`src/rtl/store_write_buffer.sv`:
```
// Store write buffer between EX/MEM and the data cache.
// Committed stores are queued as {address, data, id} entries in a circular
// FIFO and drained to the d-cache in program order. Loads probe the buffer
// and receive the youngest matching store one cycle later.
// DEPTH must be a power of two (>= 2) so the pointers wrap for free.

`ifndef ADDR_WIDTH
`define ADDR_WIDTH 32
`endif

module store_write_buffer #(
   parameter int DEPTH      = 4,
   parameter int ADDR_WIDTH = `ADDR_WIDTH,
   parameter int DATA_WIDTH = 32,
   parameter int ID_WIDTH   = 20
) (
   input  logic                       clk,
   input  logic                       rst,
   // enqueue side
   input  logic                       in_valid,
   input  logic [ADDR_WIDTH-1:0]      in_addr,
   input  logic [DATA_WIDTH-1:0]      in_data,
   input  logic [ID_WIDTH-1:0]        in_id,
   output logic                       in_ready,
   // load forwarding
   input  logic                       lookup_valid,
   input  logic [ADDR_WIDTH-1:0]      lookup_addr,
   output logic                       take,
   output logic                       hit_valid,
   output logic [DATA_WIDTH-1:0]      hit_data,
   output logic [ID_WIDTH-1:0]        hit_id,
   // d-cache drain side
   output logic                       drain_valid,
   output logic [ADDR_WIDTH-1:0]      drain_addr,
   output logic [DATA_WIDTH-1:0]      drain_data,
   output logic [ID_WIDTH-1:0]        drain_id,
   input  logic                       drain_ready,
   // status
   output logic [$clog2(DEPTH):0]     count,
   output logic                       full,
   output logic                       empty
);

   localparam int PW = $clog2(DEPTH);
   localparam int CW = PW + 1;

   logic [ADDR_WIDTH-1:0] addr_mem [DEPTH];
   logic [DATA_WIDTH-1:0] data_mem [DEPTH];
   logic [ID_WIDTH-1:0]   id_mem   [DEPTH];
   logic [DEPTH-1:0]      valid;

   logic [PW-1:0] head;
   logic [PW-1:0] tail;

   logic          push;
   logic          pop;
   logic          match;
   logic [PW-1:0] match_idx;

   // Status flags come straight from the occupancy counter.
   assign full     = (count == CW'(DEPTH));
   assign empty    = (count == '0);
   assign in_ready = !full;

   // in_ready deliberately ignores drain_ready: a push into a full buffer is
   // refused even if the head drains in the same cycle.
   assign push = in_valid && !full;
   assign pop  = drain_valid && drain_ready;

   assign drain_valid = !empty;
   assign drain_addr  = addr_mem[head];
   assign drain_data  = data_mem[head];
   assign drain_id    = id_mem[head];

   // Scan from oldest to youngest so the last match seen is the youngest store.
   // NOTE: every signal assigned in always_comb gets a default first, otherwise
   // a path that skips the assignment would infer a latch.
   always_comb begin
      match     = 1'b0;
      match_idx = '0;
      for (int i = 0; i < DEPTH; i++) begin
         logic [PW-1:0] idx;
         idx = head + PW'(i);
         if (valid[idx] && (addr_mem[idx] == lookup_addr)) begin
            match     = 1'b1;
            match_idx = idx;
         end
      end
   end

   // Pointer, count and per-entry valid bookkeeping.
   // NOTE: sequential state uses non-blocking assignments so every register
   // samples pre-edge values, independent of statement order.
   always_ff @(posedge clk or posedge rst) begin
      if (rst) begin
         head  <= '0;
         tail  <= '0;
         count <= '0;
         valid <= '0;
      end else begin
         // push and pop never share an index: equal pointers mean empty
         // (no pop) or full (no push).
         if (push) begin
            valid[tail] <= 1'b1;
            tail        <= tail + PW'(1);
         end
         if (pop) begin
            valid[head] <= 1'b0;
            head        <= head + PW'(1);
         end
         case ({push, pop})
            2'b10:   count <= count + CW'(1);
            2'b01:   count <= count - CW'(1);
            default: count <= count;
         endcase
      end
   end

   // Entry payload storage, written at tail on an accepted push.
   // NOTE: the payload arrays are intentionally not reset; the valid bits and
   // count gate every use, so stale contents are never observed.
   always_ff @(posedge clk) begin
      if (push) begin
         addr_mem[tail] <= in_addr;
         data_mem[tail] <= in_data;
         id_mem[tail]   <= in_id;
      end
   end

   // Registered lookup result; data and id hold on a miss.
   always_ff @(posedge clk or posedge rst) begin
      if (rst) begin
         take      <= 1'b0;
         hit_valid <= 1'b0;
         hit_data  <= '0;
         hit_id    <= '0;
      end else begin
         hit_valid <= lookup_valid;
         take      <= lookup_valid && match;
         if (lookup_valid && match) begin
            hit_data <= data_mem[match_idx];
            hit_id   <= id_mem[match_idx];
         end
      end
   end

endmodule

```
`config.mk`:
```
export PLATFORM = sky130hd
export DESIGN_NAME = store_write_buffer
export DESIGN_NICKNAME = d
export VERILOG_FILES = /design/src/rtl/store_write_buffer.sv
export SDC_FILE = /design/constraint.sdc
export NUM_CORES = 1
export LEC_CHECK = 0
export ABC_AREA = 1
export CORE_MARGIN = 2
export CORE_UTILIZATION = 55
export CTS_CLUSTER_SIZE = 12
export DETAILED_ROUTE_END_ITERATION = 6
export DONT_BUFFER_PORTS = 1
export PLACE_DENSITY = 0.85
export REMOVE_ABC_BUFFERS = 1
export SYNTH_ARGS = -nofsm -noshare
export SYNTH_HDL_FRONTEND = slang
export SYNTH_SLANG_ARGS = --single-unit
```
`constraint.sdc`:
```
create_clock -name clk -period 5.1 [get_ports clk]
set_clock_uncertainty 0.2 [all_clocks]
set_input_delay 1.53 -clock clk [delete_from_list [all_inputs] [get_ports clk]]
set_output_delay 1.53 -clock clk [all_outputs]
set_load 0.02 [all_outputs]
```
==> flow_metrics.py, run 1 <==
metrics = {
    "final_layout": {
        "diodes": 0,
        "drive_gt1_share_pct": 3.61,
        "layout.cells.non_filler": 3711,
        "layout_common_cells": "nand2_1 (1145), nand3_1 (654), edfxtp_1 (336)",
        "fin_area_mm2": 0.0256,
        "syn2layout_area_growth_pct": 7.33,
        "final_common_cell": "nand2_1",
        "nNetsFinal": 3223,
    },
    "detailed_routing": {
        "routedWlPerCell_um": 20.4,
        "drt-vias-per-instance": 5.89,
        "drt-met1-wl_um": 27500,
        "top_layer_used": "met4",
        "wirelength_um": 75700,
        "vias": 21856,
        "dr_wl_met2_um": 35500,
        "ant_nets": 0,
        "drt_iter0_drc": 2868,
        "drc": 6,
        "dr.pass1.iters": 7,
        "route.met3.wl_um": 9070,
    },
    "clock_network": {
        "post_cts_resized": 0,
        "h-tree-depth": 2,
        "cts_tree": "yes",
        "clk_pin_slew_ns": 0.05,
        "cts_sinks": 401,
        "cts_setup_buffers": 0,
        "cts_inserted_buffers": 43,
        "clockRootBuffer": "clkbuf_16",
        "clock_path_buffers": 3,
        "hold_buffers": 0,
        "clk_latency_ns": 0.59,
    },
    "timing": {
        "slew_headroom_pct": 29.8,
        "fmax_mhz": 213,
        "worstMarginPinSlew_ns": 1.05,
        "maxSlewViolCount": 0,
        "fin_ws_ns": 0.411,
        "rsz0062_at_grt": "no",
        "period_needed_ns": 4.69,
        "period_share_pct": 91.9,
        "finalSetupViolCount": 0,
        "hold_viol_final": 0,
    },
    "global_routing": {
        "grt_use_total_pct": 33.4,
        "overflow": 0,
        "antenna_found_initial": 0,
        "grt_pass1_wl_um": 114000,
        "grt_max_degree": 191,
        "grt_pass1_vias": 20346,
    },
    "placement": {
        "pre_cts_ws_ns": 0.764,
        "place_congestion": 1.06,
        "portBuffers": 0,
        "placed_area_mm2": 0.0242,
        "hpwl_um": 49600,
        "dp.cells": 3632,
    },
    "run_status": {
        "violations": "DRC",
        "status": "finished, violations left",
    },
    "power_and_ir_drop": {
        "clockPowerShare_pct": 17.7,
        "p_leak_nw": 11.9,
        "power_frac_seq_pct": 26.9,
        "ir_worst_vdd_mv": 0.580,
        "p_int_mw": 8.13,
        "p_sw_mw": 8.50,
        "power_density_mw_per_mm2": 651,
        "combPwrFrac_pct": 55.4,
        "swShare_pct": 51.1,
    },
    "floorplan": {
        "fp.dieW_um": 212,
        "die-area_mm2": 0.0450,
        "start_util_pct": 55.5,
        "die_h_um": 212,
        "core_area_mm2": 0.0429,
        "num_io_pins": 266,
        "row_count": 76,
    },
    "logic_synthesis": {
        "syn_area_mm2": 0.0238,
        "ys_warn_count": 0,
        "avgSynthCellArea_um2": 7.53,
        "seq_area_frac_synth_pct": 49.2,
        "synth_cell_types": 33,
        "ys_ff_latch": 401,
        "synth_cells": 3163,
    },
    "critical_path": {
        "worstPathArrival_ns": 2.96,
        "required_ns": 3.37,
        "crit_fanout": 61,
        "end_kind": "primary output",
        "crit_type": "reg2out",
        "worstSetupStartpointType": "register",
    },
    "hold_path": {
        "holdCritPathClass": "reg2reg",
    },
    "job": {
        "drv_cap": 0,
    },
}
## final timing paths
path | from | end | slack, ns | cells past startpoint
setup / recovery | head[0] | drain_data[28] | 0.41 | 5
hold / removal | valid[0] | valid[0] | 0.33 | 2
setup reg to reg | head[0] | hit_data[11] | 0.59 | 15
hold reg to reg | valid[0] | valid[0] | 0.33 | 2
max in group asynchronous | rst | head[0] | 2.97 | 2
min in group asynchronous | rst | hit_id[9] | 0.95 | 2
## through the flow
| step | hold WS (ns) | total power [mW] | setup TNS [ns] | util (%) |
|---|---|---|---|---|
| 2_1_floorplan | 0.295 | 11.0 | -1012.30 | - |
| 5_1_grt | 0.385 | 17.7 | 0 | 59.6 |
| 6_report | 0.333 | 16.6 | 0 | 59.6 |
| 3_5_place_dp | 0.321 | 13.5 | 0 | 56.5 |
| 4_1_cts | 0.332 | 16.4 | 0 | 59.6 |
| 3_3_place_gp | 0.313 | 13.4 | 0 | 56.5 |
## critical path, stage by stage (launching register included)
cell	delay [ns]
dfrtp_4	0.51
inv_8	0.08
buf_4	0.48
buf_4	0.57
a21oi_1	0.13
a21oi_1	0.58
## cell usage after synthesis
cell      count  area share (%)
ha_1          9            0.47
clkbuf_1     62            0.98
o21ai_0      58             1.2
fa_1          1           0.084
a21oi_2       1           0.037
inv_1       324             5.1
and2_1        6            0.16
nor4b_1       1           0.037
and3_1        2           0.053
xor2_2        1           0.068
buf_2        40            0.84
dfrtp_1      65             6.8
o211ai_1      2           0.063
nor2_1      145             2.3
nor3_1       21            0.44
nor2b_1       1           0.026
nand4_1      26            0.68
edfxtp_1    336              42
xnor2_1       1           0.037
o21ai_1       6            0.13
nand2_1    1147              18
buf_1        19            0.30
nor4_1        4            0.11
nor3b_1       1           0.032
nand2_2       3           0.079
buf_4         4            0.13
buf_6        23             1.1
nand3b_1      4            0.13
a21oi_1     168             3.5
nor2_2        2           0.053
xor2_1       18            0.66
nand3_1     655              14
inv_2         7            0.11
## routing by layer
layer / up-vias / track usage (%)
met5: - / 0
met4: 0 / 16.9
met3: 249 / 8.91
met2: 1248 / 54.5
met1: 10076 / 40.8
li1: 10283 / -
## area by class of cell
class / count / area [um^2]
clock buffers: 65 / 1180
flip-flops and latches: 401 / 11700
fillers: 3753 / 17300
clock inverters: 14 / 133
repair buffers: 32 / 403
multi-input cells: 2283 / 10100
inverters: 331 / 1250
well taps: 585 / 732
## registers in the layout (all words and copies together), names as in the netlist
| signal | flops |
|---|---|
| valid | 4 |
| hit_valid | 1 |
| hit_id | 20 |
| addr_mem | 128 |
| data_mem | 128 |
| hit_data | 32 |
| tail | 2 |
| id_mem | 80 |
| take | 1 |
| count | 3 |
| head | 2 |
## power groups by stage
stage | Clock, mW | Combinational [mW] | Sequential, mW
floorplan | 0 | 6.24 | 4.71
global placement | 0 | 8.86 | 4.51
detailed placement | 0 | 8.94 | 4.52
CTS | 2.98 | 8.99 | 4.46
global route | 3.10 | 10.0 | 4.52
finish | 2.95 | 9.21 | 4.47
## kinds of logic (layout without fill, tap and decap cells)
kind of cell,Yosys count,after routing,share of synthesized area [%]
xor+xnor,20,20,0.767
fa+ha+maj,10,10,0.557
compound gates,235,235,4.98
flops,401,401,49.2
buf+inv,479,442,8.55
simple gates,2018,2018,35.9
Note: power is estimated with default switching activity, not from simulation.
==> run 2, diff against run 1 <==
CORE_UTILIZATION = 45   (was 55)
PLACE_DENSITY = 0.74   (was 0.85)
==> flow_metrics.py, run 2 (synthesized netlist as in run 1, its figures left out) <==
metrics = {
    "placement": {
        "hpwl_um": 51500,
        "place_congestion": 1.08,
        "placed_area_mm2": 0.0243,
        "dp.cells": 3734,
        "portBuffers": 0,
    },
    "clock_network": {
        "clockRootBuffer": "clkbuf_16",
        "cts_tree": "yes",
        "clock_path_buffers": 3,
        "cts_sinks": 401,
        "clk_latency_ns": 0.61,
        "post_cts_resized": 0,
        "h-tree-depth": 2,
        "cts_inserted_buffers": 47,
        "cts_setup_buffers": 0,
        "clk_pin_slew_ns": 0.06,
        "hold_buffers": 0,
    },
    "final_layout": {
        "layout.cells.non_filler": 3821,
        "reg.largest.list": "addr_mem (128), data_mem (128), id_mem (80)",
        "utilization_pct": 49.4,
        "multiInputGateArea_mm2": 0.0101,
        "drive_gt1_share_pct": 4.18,
        "nNetsFinal": 3226,
        "fin_area_mm2": 0.0259,
        "diodes": 0,
        "nFillCells": 4938,
        "ff_latch_area_mm2": 0.0117,
        "syn2layout_area_growth_pct": 8.85,
        "layout_common_cells": "nand2_1 (1145), nand3_1 (654), edfxtp_1 (336)",
        "final_common_cell": "nand2_1",
    },
    "detailed_routing": {
        "vias": 21534,
        "routedWlPerCell_um": 20.3,
        "dr.pass1.iters": 6,
        "wirelength_um": 77600,
        "drt-vias-per-instance": 5.64,
        "drt_iter0_drc": 2382,
        "ant_nets": 0,
        "drc": 0,
    },
    "floorplan": {
        "die-area_mm2": 0.0548,
        "fp.dieW_um": 234,
        "die_h_um": 234,
        "row_count": 84,
        "num_io_pins": 266,
        "start_util_pct": 45.4,
        "core_area_mm2": 0.0524,
    },
    "global_routing": {
        "grt_use_total_pct": 28.0,
        "grt_pass1_vias": 19982,
        "grt_pass1_wl_um": 117000,
        "grt_max_degree": 191,
        "overflow": 0,
        "antenna_found_initial": 0,
    },
    "timing": {
        "maxSlewViolCount": 0,
        "setup_tns_ns": 0,
        "period_share_pct": 91.7,
        "worstMarginPinSlew_ns": 0.984,
        "fmax_mhz": 214,
        "rsz0062_at_grt": "no",
        "finalSetupViolCount": 0,
        "period_needed_ns": 4.68,
        "hold_viol_final": 0,
        "slew_headroom_pct": 34.4,
        "worst_hold_slack_ns": 0.333,
    },
    "job": {
        "drv_cap": 0,
    },
    "critical_path": {
        "critPathTopFamily": "buffers and inverters",
        "crit_fanout": 65,
        "cp.buffers_inverters": 3,
        "crit_type": "reg2out",
        "worstPathArrival_ns": 2.95,
        "required_ns": 3.37,
        "crit_path_frequent_cell": "a21oi_1",
        "max_stage_delay_ns": 0.56,
        "worstSetupStartpointType": "register",
        "end_kind": "primary output",
        "crit_slowest_cell": "a21oi_1",
        "path_cells": "inv_8 -> buf_12 -> buf_4 -> a21oi_1 -> a21oi_1",
    },
    "power_and_ir_drop": {
        "power_density_mw_per_mm2": 658,
        "p_leak_nw": 12.1,
        "ir_worst_vdd_mv": 0.552,
    },
    "hold_path": {
        "holdCritPathClass": "reg2reg",
    },
    "run_status": {
        "status": "finished, final reports clean",
    },
}
==> run 2: final timing paths <==
check / startpoint / endpoint / slack, ns / depth (start not counted)
worst max register to register: head[0] / hit_id[14] / 0.54 / 17
max in group asynchronous: rst / hit_data[24] / 3.00 / 2
worst max-delay path: head[0] / drain_data[19] / 0.42 / 5
min in group asynchronous: rst / hit_data[30] / 0.79 / 1
worst min-delay path: valid[0] / valid[0] / 0.33 / 2
worst min register to register: valid[0] / valid[0] / 0.33 / 2
==> run 2: stage by stage <==
step	total power, mW	setup WS, ns
floorplan	11.0	-7.25
global placement	13.4	0.705
detailed placement	13.5	0.693
CTS	16.9	0.409
global route	18.2	0.214
finish	17.1	0.424
==> run 2: where the power goes <==
group	total [mW]	switching, mW	internal (mW)
logic	9.16	6.92	2.24
registers	4.46	0.250	4.21
clock network	3.44	1.40	2.04
==> run 2: routing by layer <==
metal  track usage, %  vias to the layer above  part of all wire [%]
met5                0                        -                     0
met4             11.2                        0                   3.7
met3             8.07                      199                    11
met2             46.1                     1079                    47
met1             34.6                     9968                    38
li1                 -                    10288                     -
==> run 2: tightest hold or removal path: stages (launching register included) <==
cell and delay, ns:
dfrtp_1 0.34, nor2_1 0.05, a21oi_1 0.10
==> run 2: final cells by class <==
cell class                 instances  share of cell area [%]
sequential                       401                    45.2
tap                              688                    3.32
timing repair buffer              31                    1.38
inverter                         331                    4.85
multi-input combinational       2283                    39.1
clock inverter                    21                   0.961
clock buffer                      66                    5.17
